`src/rtl/fetch_unit_pkg.sv`:
```
// rtl/fetch_unit_pkg.sv - shared fetch stage types and constants
package fetch_unit_pkg;

    typedef enum logic [2:0] {
        IDLE,
        ISSUE,
        WAIT,
        HOLD,
        DRAIN
    } fetch_state_t;

    localparam int unsigned PC_RESET_VALUE = 0;

endpackage

```
`src/rtl/fetch_unit.sv`:
```
// rtl/fetch_unit.sv - single-outstanding instruction fetch with decoder handshake
module fetch_unit
    import fetch_unit_pkg::*;
#(
    parameter int bit_width = 32,
    parameter int pc_step   = 1
) (
    input  logic                 clk,
    input  logic                 reset,
    input  logic [bit_width-1:0] pc_in,
    output logic [bit_width-1:0] pc_next,
    output logic                 mem_req,
    output logic [bit_width-1:0] mem_addr,
    input  logic                 mem_ack,
    input  logic [bit_width-1:0] mem_rdata,
    output logic [bit_width-1:0] instr,
    output logic [bit_width-1:0] instr_pc,
    output logic                 instr_valid,
    input  logic                 instr_ready,
    input  logic                 flush
);

    fetch_state_t         state_q, state_d;
    logic [bit_width-1:0] addr_q, addr_d;
    logic [bit_width-1:0] instr_q, instr_d;
    logic [bit_width-1:0] instr_pc_q, instr_pc_d;
    logic                 mem_req_q, mem_req_d;
    logic                 instr_valid_q, instr_valid_d;

    always_ff @(posedge clk) begin
        if (reset) begin
            state_q <= IDLE;
        end else begin
            state_q <= state_d;
        end
    end

    // A flush in WAIT cannot withdraw the request, so it parks in DRAIN until the ack.
    always_comb begin
        state_d = state_q;
        case (state_q)
            IDLE:  state_d = ISSUE;
            ISSUE: state_d = flush ? ISSUE : WAIT;
            WAIT: begin
                if (flush) begin
                    state_d = mem_ack ? ISSUE : DRAIN;
                end else if (mem_ack) begin
                    state_d = HOLD;
                end
            end
            HOLD: begin
                if (flush || instr_ready) begin
                    state_d = ISSUE;
                end
            end
            DRAIN: begin
                if (mem_ack) begin
                    state_d = ISSUE;
                end
            end
            default: state_d = IDLE;
        endcase
    end

    always_comb begin
        pc_next       = pc_in;
        addr_d        = addr_q;
        instr_d       = instr_q;
        instr_pc_d    = instr_pc_q;
        mem_req_d     = (state_d == WAIT) || (state_d == DRAIN);
        instr_valid_d = (state_d == HOLD);
        if (state_q == HOLD && instr_ready && !flush) begin
            pc_next = pc_in + bit_width'(pc_step);
        end
        if (state_q == ISSUE && !flush) begin
            addr_d = pc_in;
        end
        if (state_q == WAIT && mem_ack && !flush) begin
            instr_d    = mem_rdata;
            instr_pc_d = addr_q;
        end
    end

    always_ff @(posedge clk) begin
        if (reset) begin
            addr_q        <= bit_width'(PC_RESET_VALUE);
            instr_q       <= '0;
            instr_pc_q    <= '0;
            mem_req_q     <= 1'b0;
            instr_valid_q <= 1'b0;
        end else begin
            addr_q        <= addr_d;
            instr_q       <= instr_d;
            instr_pc_q    <= instr_pc_d;
            mem_req_q     <= mem_req_d;
            instr_valid_q <= instr_valid_d;
        end
    end

    assign mem_req     = mem_req_q;
    assign mem_addr    = addr_q;
    assign instr       = instr_q;
    assign instr_pc    = instr_pc_q;
    assign instr_valid = instr_valid_q;

endmodule

```
`config.mk`:
```
export PLATFORM = sky130hd
export DESIGN_NAME = fetch_unit
export DESIGN_NICKNAME = d
export VERILOG_FILES = /design/src/rtl/fetch_unit_pkg.sv /design/src/rtl/fetch_unit.sv
export SDC_FILE = /design/constraint.sdc
export NUM_CORES = 1
export LEC_CHECK = 0
export CAP_MARGIN = 10
export CORE_MARGIN = 2
export CORE_UTILIZATION = 44
export DETAILED_ROUTE_END_ITERATION = 10
export PLACE_DENSITY_LB_ADDON = 0.25
export SLEW_MARGIN = 0
export SYNTH_ARGS = -nofsm -noshare
export SYNTH_HDL_FRONTEND = slang
export SYNTH_SLANG_ARGS = --single-unit
```
`constraint.sdc`:
```
create_clock -name clk -period 7.1 [get_ports clk]
set_input_delay 0.71 -clock clk [delete_from_list [all_inputs] [get_ports clk]]
set_output_delay 0.71 -clock clk [all_outputs]
set_load 0.02 [all_outputs]
```
-- Word level (Yosys, flattened, before mapping)
Index checks and enable logic that the tools add are counted.
W data, S select, Z words.
- register bits: 101
- bits in latches: 0
- memory bits (writable): 0
- memory bits (read-only): 0
- input port bits: 69
- logic and storage cells: 31
- memories kept: 0
- add/sub/neg operators: 1
- multiply operators: 0
- div/mod/pow operators: 0
- magnitude comparators: 0
- eq/ne operators: 7
- shifts and indexed selects: 0
- multiplexer cells: 8
- bitwise operators: 0
- reduce and logical (&&, ||, !) cells: 9
- operator list (operator ; number):
    $add A32 B1 Y32 const B ; 1
    $mux W32 ; 1
    $mux W3 ; 5
    $pmux W3 S5 ; 1
    $eq A3 B2 Y1 const B ; 4
    $eq A3 B3 Y1 const B ; 2
    $logic_and A1 B1 Y1 ; 5
    $eq A3 B1 Y1 const B ; 1
    $logic_not A3 Y1 ; 1
    $logic_or A1 B1 Y1 ; 2
    $mux W2 ; 1
    $logic_not A1 Y1 ; 1

-- Logic depth before layout (Yosys ltp)
- depth after elaboration: 5
- depth in mapped cells: 7

-- Least setup slack after synthesis
OpenSTA, ideal clock, no wires.
- path kind: input -> output
- from: input flush
- to: output pc_next[24]
- arrival: 2.780 ns
- required time: 6.390 ns
- setup slack: 3.610 ns
- cell stages on the path: 7
- path buffers: 2
- cell sequence: or3b_1 > buf_2 > or4_4 > buf_6 > nor4_4 > nand4_1 > xnor2_1
- longest elaborated chain between the ends: 3
- ends and longest elaborated chain (item ; line ; text):
    from (decl) ; fetch_unit.sv:20 ; input logic flush
    $logic_not A1 Y1 ; fetch_unit.sv:72 ; if (state_q == HOLD && instr_ready && !flush) begin
    $logic_and A1 B1 Y1 ; fetch_unit.sv:72 ;
    $mux W32 ; fetch_unit.sv:72 ;
    to (decl) ; fetch_unit.sv:11 ; output logic [bit_width-1:0] pc_next,
No other way between the ends.

-- Worst setup path after layout
- from: input flush
- to: output pc_next[31]
Same word-level chain as after synthesis.

==> report_table.html <==
<table>
<tr><th>Metric</th><th>Value</th></tr>
<tr><th colspan="2">Run status</th></tr>
<tr><td>Status</td><td>complete, no violations</td></tr>
<tr><th colspan="2">Setup path</th></tr>
<tr><td>Worst Setup End Kind</td><td>primary output</td></tr>
<tr><td>Worst path max stage delay</td><td>roughly 0.74 ns</td></tr>
<tr><td>Worst R2R Path Depth</td><td>4</td></tr>
<tr><td>Delay-heaviest family, CP</td><td>simple AND/OR/NAND/NOR gates</td></tr>
<tr><td>Count of cell instances traversed by the critical path</td><td>7</td></tr>
<tr><td>CP Launch Point</td><td>flush</td></tr>
<tr><td>Number of buffers and inverters on the critical path</td><td>2</td></tr>
<tr><td>Maximum fanout encountered on the critical timing path</td><td>7</td></tr>
<tr><td>FF-to-FF End</td><td>mem_addr[11]</td></tr>
<tr><td>Cells along the critical path</td><td>clkdlybuf4s50_1, or3b_1, or4_1, nor4_4, nand4_1, xnor2_1, clkdlybuf4s50_1</td></tr>
<tr><td>Required time of the critical path</td><td>about 6.4 ns</td></tr>
<tr><td>Nature of the critical path startpoint</td><td>input pin</td></tr>
<tr><td>Setup slack of the worst register-to-register path</td><td>approximately 5.2 ns</td></tr>
<tr><td>Worst setup endpoint</td><td>pc_next[31]</td></tr>
<tr><td>Setup CP Type</td><td>in -&gt; out</td></tr>
<tr><td>Launch instance of the worst register-to-register path</td><td>state_q[0]</td></tr>
<tr><td>Worst Path Arrival</td><td>around 3.8 ns</td></tr>
<tr><td>Most frequent CP cell</td><td>clkdlybuf4s50_1</td></tr>
<tr><td>CP max stage cell</td><td>or4_1</td></tr>
<tr><th colspan="2">Logic synthesis</th></tr>
<tr><td>Number of distinct library cell variants in the gate-level netlist after synthesis</td><td>34</td></tr>
<tr><td>Mapped Nets</td><td>613</td></tr>
<tr><td>Most used flip-flop cell after synthesis</td><td>dfxtp_1</td></tr>
<tr><td>Count of state elements after synthesis</td><td>between 100 and 150</td></tr>
<tr><td>Netlist area before placement</td><td>4145 sq um</td></tr>
<tr><td>Number of synthesized flops with an enable pin</td><td>0</td></tr>
<tr><td>Largest cells by area after synthesis</td><td>dfxtp_1, nand2_1, a21oi_1, xnor2_1, xor2_1</td></tr>
<tr><td>Warnings from Yosys</td><td>0</td></tr>
<tr><td>Top cell type's share of synthesized area</td><td>0.4878</td></tr>
<tr><td>Cell count after synthesis</td><td>roughly 540</td></tr>
<tr><td>List of most frequent post-synthesis cells</td><td>nand2_1, dfxtp_1, a21oi_1, clkbuf_1, xnor2_1</td></tr>
<tr><td>Sequential element share of the synthesized area</td><td>0.4878</td></tr>
<tr><td>Post-synth top area cell</td><td>dfxtp_1</td></tr>
<tr><td>Most used standard cell by instance count after synthesis</td><td>nand2_1</td></tr>
<tr><td>Average size of a mapped cell</td><td>approximately 7.6 sq um</td></tr>
<tr><td>Synth async-reset ratio</td><td>0</td></tr>
<tr><th colspan="2">Die</th></tr>
<tr><td>Core area</td><td>9196 sq um</td></tr>
<tr><td>Width of the chip</td><td>101.1 um</td></tr>
<tr><td>Initial Utilization</td><td>0.4507</td></tr>
<tr><td>Die outline height</td><td>~100 um</td></tr>
<tr><td>Area enclosed by the die boundary</td><td>approximately 10000 sq um</td></tr>
<tr><td>Top-Level Pins</td><td>around 200</td></tr>
<tr><td>Rows</td><td>35</td></tr>
<tr><th colspan="2">Cells and area</th></tr>
<tr><td>Final-layout fill cell count</td><td>between 700 and 800</td></tr>
<tr><td>FF+latch area</td><td>2022 sq um</td></tr>
<tr><td>Diode count</td><td>0</td></tr>
<tr><td>Layout cells sized above 1</td><td>0.04000</td></tr>
<tr><td>Relative area change from synthesis to final layout</td><td>53.91%</td></tr>
<tr><td>Final net count</td><td>between 700 and 800</td></tr>
<tr><td>Multi-input gate area in the final layout</td><td>1971 sq um</td></tr>
<tr><th colspan="2">CTS</th></tr>
<tr><td>Number of hold buffers added after CTS</td><td>0</td></tr>
<tr><td>H-Tree Depth</td><td>3</td></tr>
<tr><td>Maximum clock path buffer count</td><td>2</td></tr>
<tr><td>Clock tree from TritonCTS</td><td>yes</td></tr>
<tr><td>Clk_lat worst skew</td><td>~0.37 ns</td></tr>
<tr><td>Post-CTS setup-driven buffer insertion count</td><td>0</td></tr>
<tr><td>Number of clock sinks</td><td>a little over 100</td></tr>
<tr><td>Buffer cell driving the clock tree root</td><td>clkbuf_8</td></tr>
<tr><td>Cells resized by post-CTS repair</td><td>0</td></tr>
<tr><td>CTS clock-pin slew for the worst setup and hold paths</td><td>about 0.090 ns</td></tr>
<tr><td>CTS Buf Count</td><td>9</td></tr>
<tr><th colspan="2">Power</th></tr>
<tr><td>Max rail drop VDD</td><td>about 140 uV</td></tr>
<tr><td>Static leakage power</td><td>~0.0022 uW</td></tr>
<tr><td>PD cells</td><td>approximately 180 nW/um^2</td></tr>
<tr><th colspan="2">Placement</th></tr>
<tr><td>Worst slack at placement</td><td>~2.5 ns</td></tr>
<tr><td>Post-detailed-placement half-perimeter wirelength</td><td>8696 um</td></tr>
<tr><td>Quantity of I/O buffers inserted on ports</td><td>between 150 and 200</td></tr>
<tr><td>Routability congestion estimate from global placement</td><td>0.8521</td></tr>
<tr><th colspan="2">Route</th></tr>
<tr><td>Wire length per cell</td><td>between 10 and 15 um</td></tr>
<tr><td>Via count</td><td>around 4300</td></tr>
<tr><td>Final Routed Wirelength</td><td>~12000 um</td></tr>
<tr><td>Number of antenna-violating nets in the routed design</td><td>0</td></tr>
<tr><td>Number of design rule violations left after detail routing</td><td>0</td></tr>
<tr><td>First-iteration detailed-routing DRC count</td><td>~130</td></tr>
<tr><td>Vias per Instance</td><td>a little over 5</td></tr>
<tr><td>First-pass iteration count of the detailed router</td><td>4</td></tr>
<tr><th colspan="2">Hold path</th></tr>
<tr><td>Hold crit path type</td><td>reg -&gt; reg</td></tr>
<tr><th colspan="2">STA</th></tr>
<tr><td>Final worst path period need</td><td>4.532 ns</td></tr>
<tr><td>Max Clock Skew</td><td>between 0.015 and 0.02 ns</td></tr>
<tr><td>Final setup slack of the worst path</td><td>2.568 ns</td></tr>
<tr><td>Max-slew violation count</td><td>0</td></tr>
<tr><td>Slew at the pin closest to its max-slew limit</td><td>1.029 ns</td></tr>
<tr><td>Number of setup violations in the final report</td><td>0</td></tr>
<tr><td>Final sum of negative setup slack</td><td>0 ns</td></tr>
<tr><td>Worst Hold Slack</td><td>~0.46 ns</td></tr>
<tr><td>Count of endpoints failing hold in the final timing report</td><td>0</td></tr>
<tr><td>Setup repair after global routing missed its margin</td><td>false</td></tr>
<tr><td>Max transition margin</td><td>0.3141</td></tr>
<tr><td>Period Utilization, post-route</td><td>0.6383</td></tr>
<tr><td>Maximum frequency from static timing analysis</td><td>~220 MHz</td></tr>
<tr><th colspan="2">Global route</th></tr>
<tr><td>Number of antenna violations at the first check in global routing</td><td>0</td></tr>
<tr><td>Overall fraction of global-route tracks in use</td><td>0.2344</td></tr>
<tr><td>Remaining Overflow, GRT</td><td>0</td></tr>
<tr><td>GR met3 Demand/Resource</td><td>0.04230</td></tr>
<tr><td>Met1 capacity usage during global routing</td><td>0.2864</td></tr>
<tr><td>Maximum number of pins on one net before global-route repair</td><td>just over 100</td></tr>
<tr><td>Met2 usage in global routing</td><td>0.4014</td></tr>
<tr><td>Most congested layer reported by global routing</td><td>met2</td></tr>
<tr><td>Vias in the first global route</td><td>about 4000</td></tr>
<tr><td>First-pass GRT wire length</td><td>slightly below 20000 um</td></tr>
<tr><th colspan="2">Flow run</th></tr>
<tr><td>Reported max-cap violation count</td><td>0</td></tr>
</table>
-- state kept, by name, indices dropped and copies added, names as in the netlist --
signal	count
mem_req	1
instr	32
state_q	3
mem_addr	32
instr_pc	32
instr_valid	1
-- worst register-to-register path: cells and delay by family, from the launching register on --
kind	cells	cell delay, ns
and+or+nand+nor	3	1.25
DFF	1	0.45
AOI/OAI and AO/OA	1	0.07
-- report_power, final --
part | switching, uW | internal (uW)
Sequential | 9.47 | 578
Clock | 213 | 172
Combinational | 86.6 | 83.6
Total | 309 | 834
-- per-stage QoR --
| stage | power, uW | std cells | util | cell area, sq um |
|---|---|---|---|---|
| CTS | 1155 | 835 | 0.6916 | 6360 |
| finish | 1143 | 836 | 0.6937 | 6380 |
| global route | 1196 | 836 | 0.6937 | 6380 |
| detailed placement | 770.7 | 819 | 0.6682 | 6145 |
| floorplan | 671.3 | 543 | - | 4145 |
| global placement | 768.2 | 819 | 0.6682 | 6145 |
-- worst min-delay path by stage --
stage | from | to | slack [ns] | depth (start not counted)
after CTS | instr_pc[13] | instr_pc[13] | 0.46 | 2
after global placement | instr[11] | instr[11] | 0.44 | 2
final | instr_pc[13] | instr_pc[13] | 0.46 | 2
after floorplan | state_q[0] | state_q[2] | 0.49 | 1
after global routing | instr_pc[7] | instr_pc[7] | 0.48 | 2
after detailed placement | instr[10] | instr[10] | 0.45 | 2
-- final cells by class --
cell class	instances	area share
clock buffer	9	0.01942
clock inverter	7	0.01432
inverter	5	0.002942
multi-input combinational	402	0.3089
sequential	101	0.3169
tap	111	0.02177
timing repair buffer	201	0.3157
-- cell families (layout without fill, tap and decap cells) --
group | Yosys count | after routing | synth area share
simple gates | 266 | 266 | 0.2762
compound gates | 103 | 103 | 0.1259
flops | 101 | 101 | 0.4878
buf+inv | 40 | 222 | 0.03894
xor+xnor | 31 | 31 | 0.06550
fa+ha+maj | 1 | 1 | 0.003018
mux | 1 | 1 | 0.002716
-- metal layers --
layer / up-vias / share of wire / wire length, um
met3: 26 / 0.056 / 692
met4: 0 / 0.028 / 343
li1: 2131 / - / -
met5: - / 0 / 0
met2: 138 / 0.51 / 6250
met1: 1955 / 0.41 / 5015
-- cell usage in the layout, fill, tap and decap left out, types with 2 or more instances in the layout --
cell type	count
nor4_4	2
nor3_1	6
clkdlybuf4s50_1	197
nor2_1	11
nor4_1	2
dfxtp_1	101
xor2_1	13
nor2b_1	2
inv_1	5
clkbuf_8	9
nand3_1	10
buf_4	3
a21oi_1	97
xnor2_1	18
nand4_1	9
nand2_1	205
o21ai_0	4
inv_6	2
or2_2	2
and3_1	4
No activity file was read; power rests on OpenSTA's default activity.
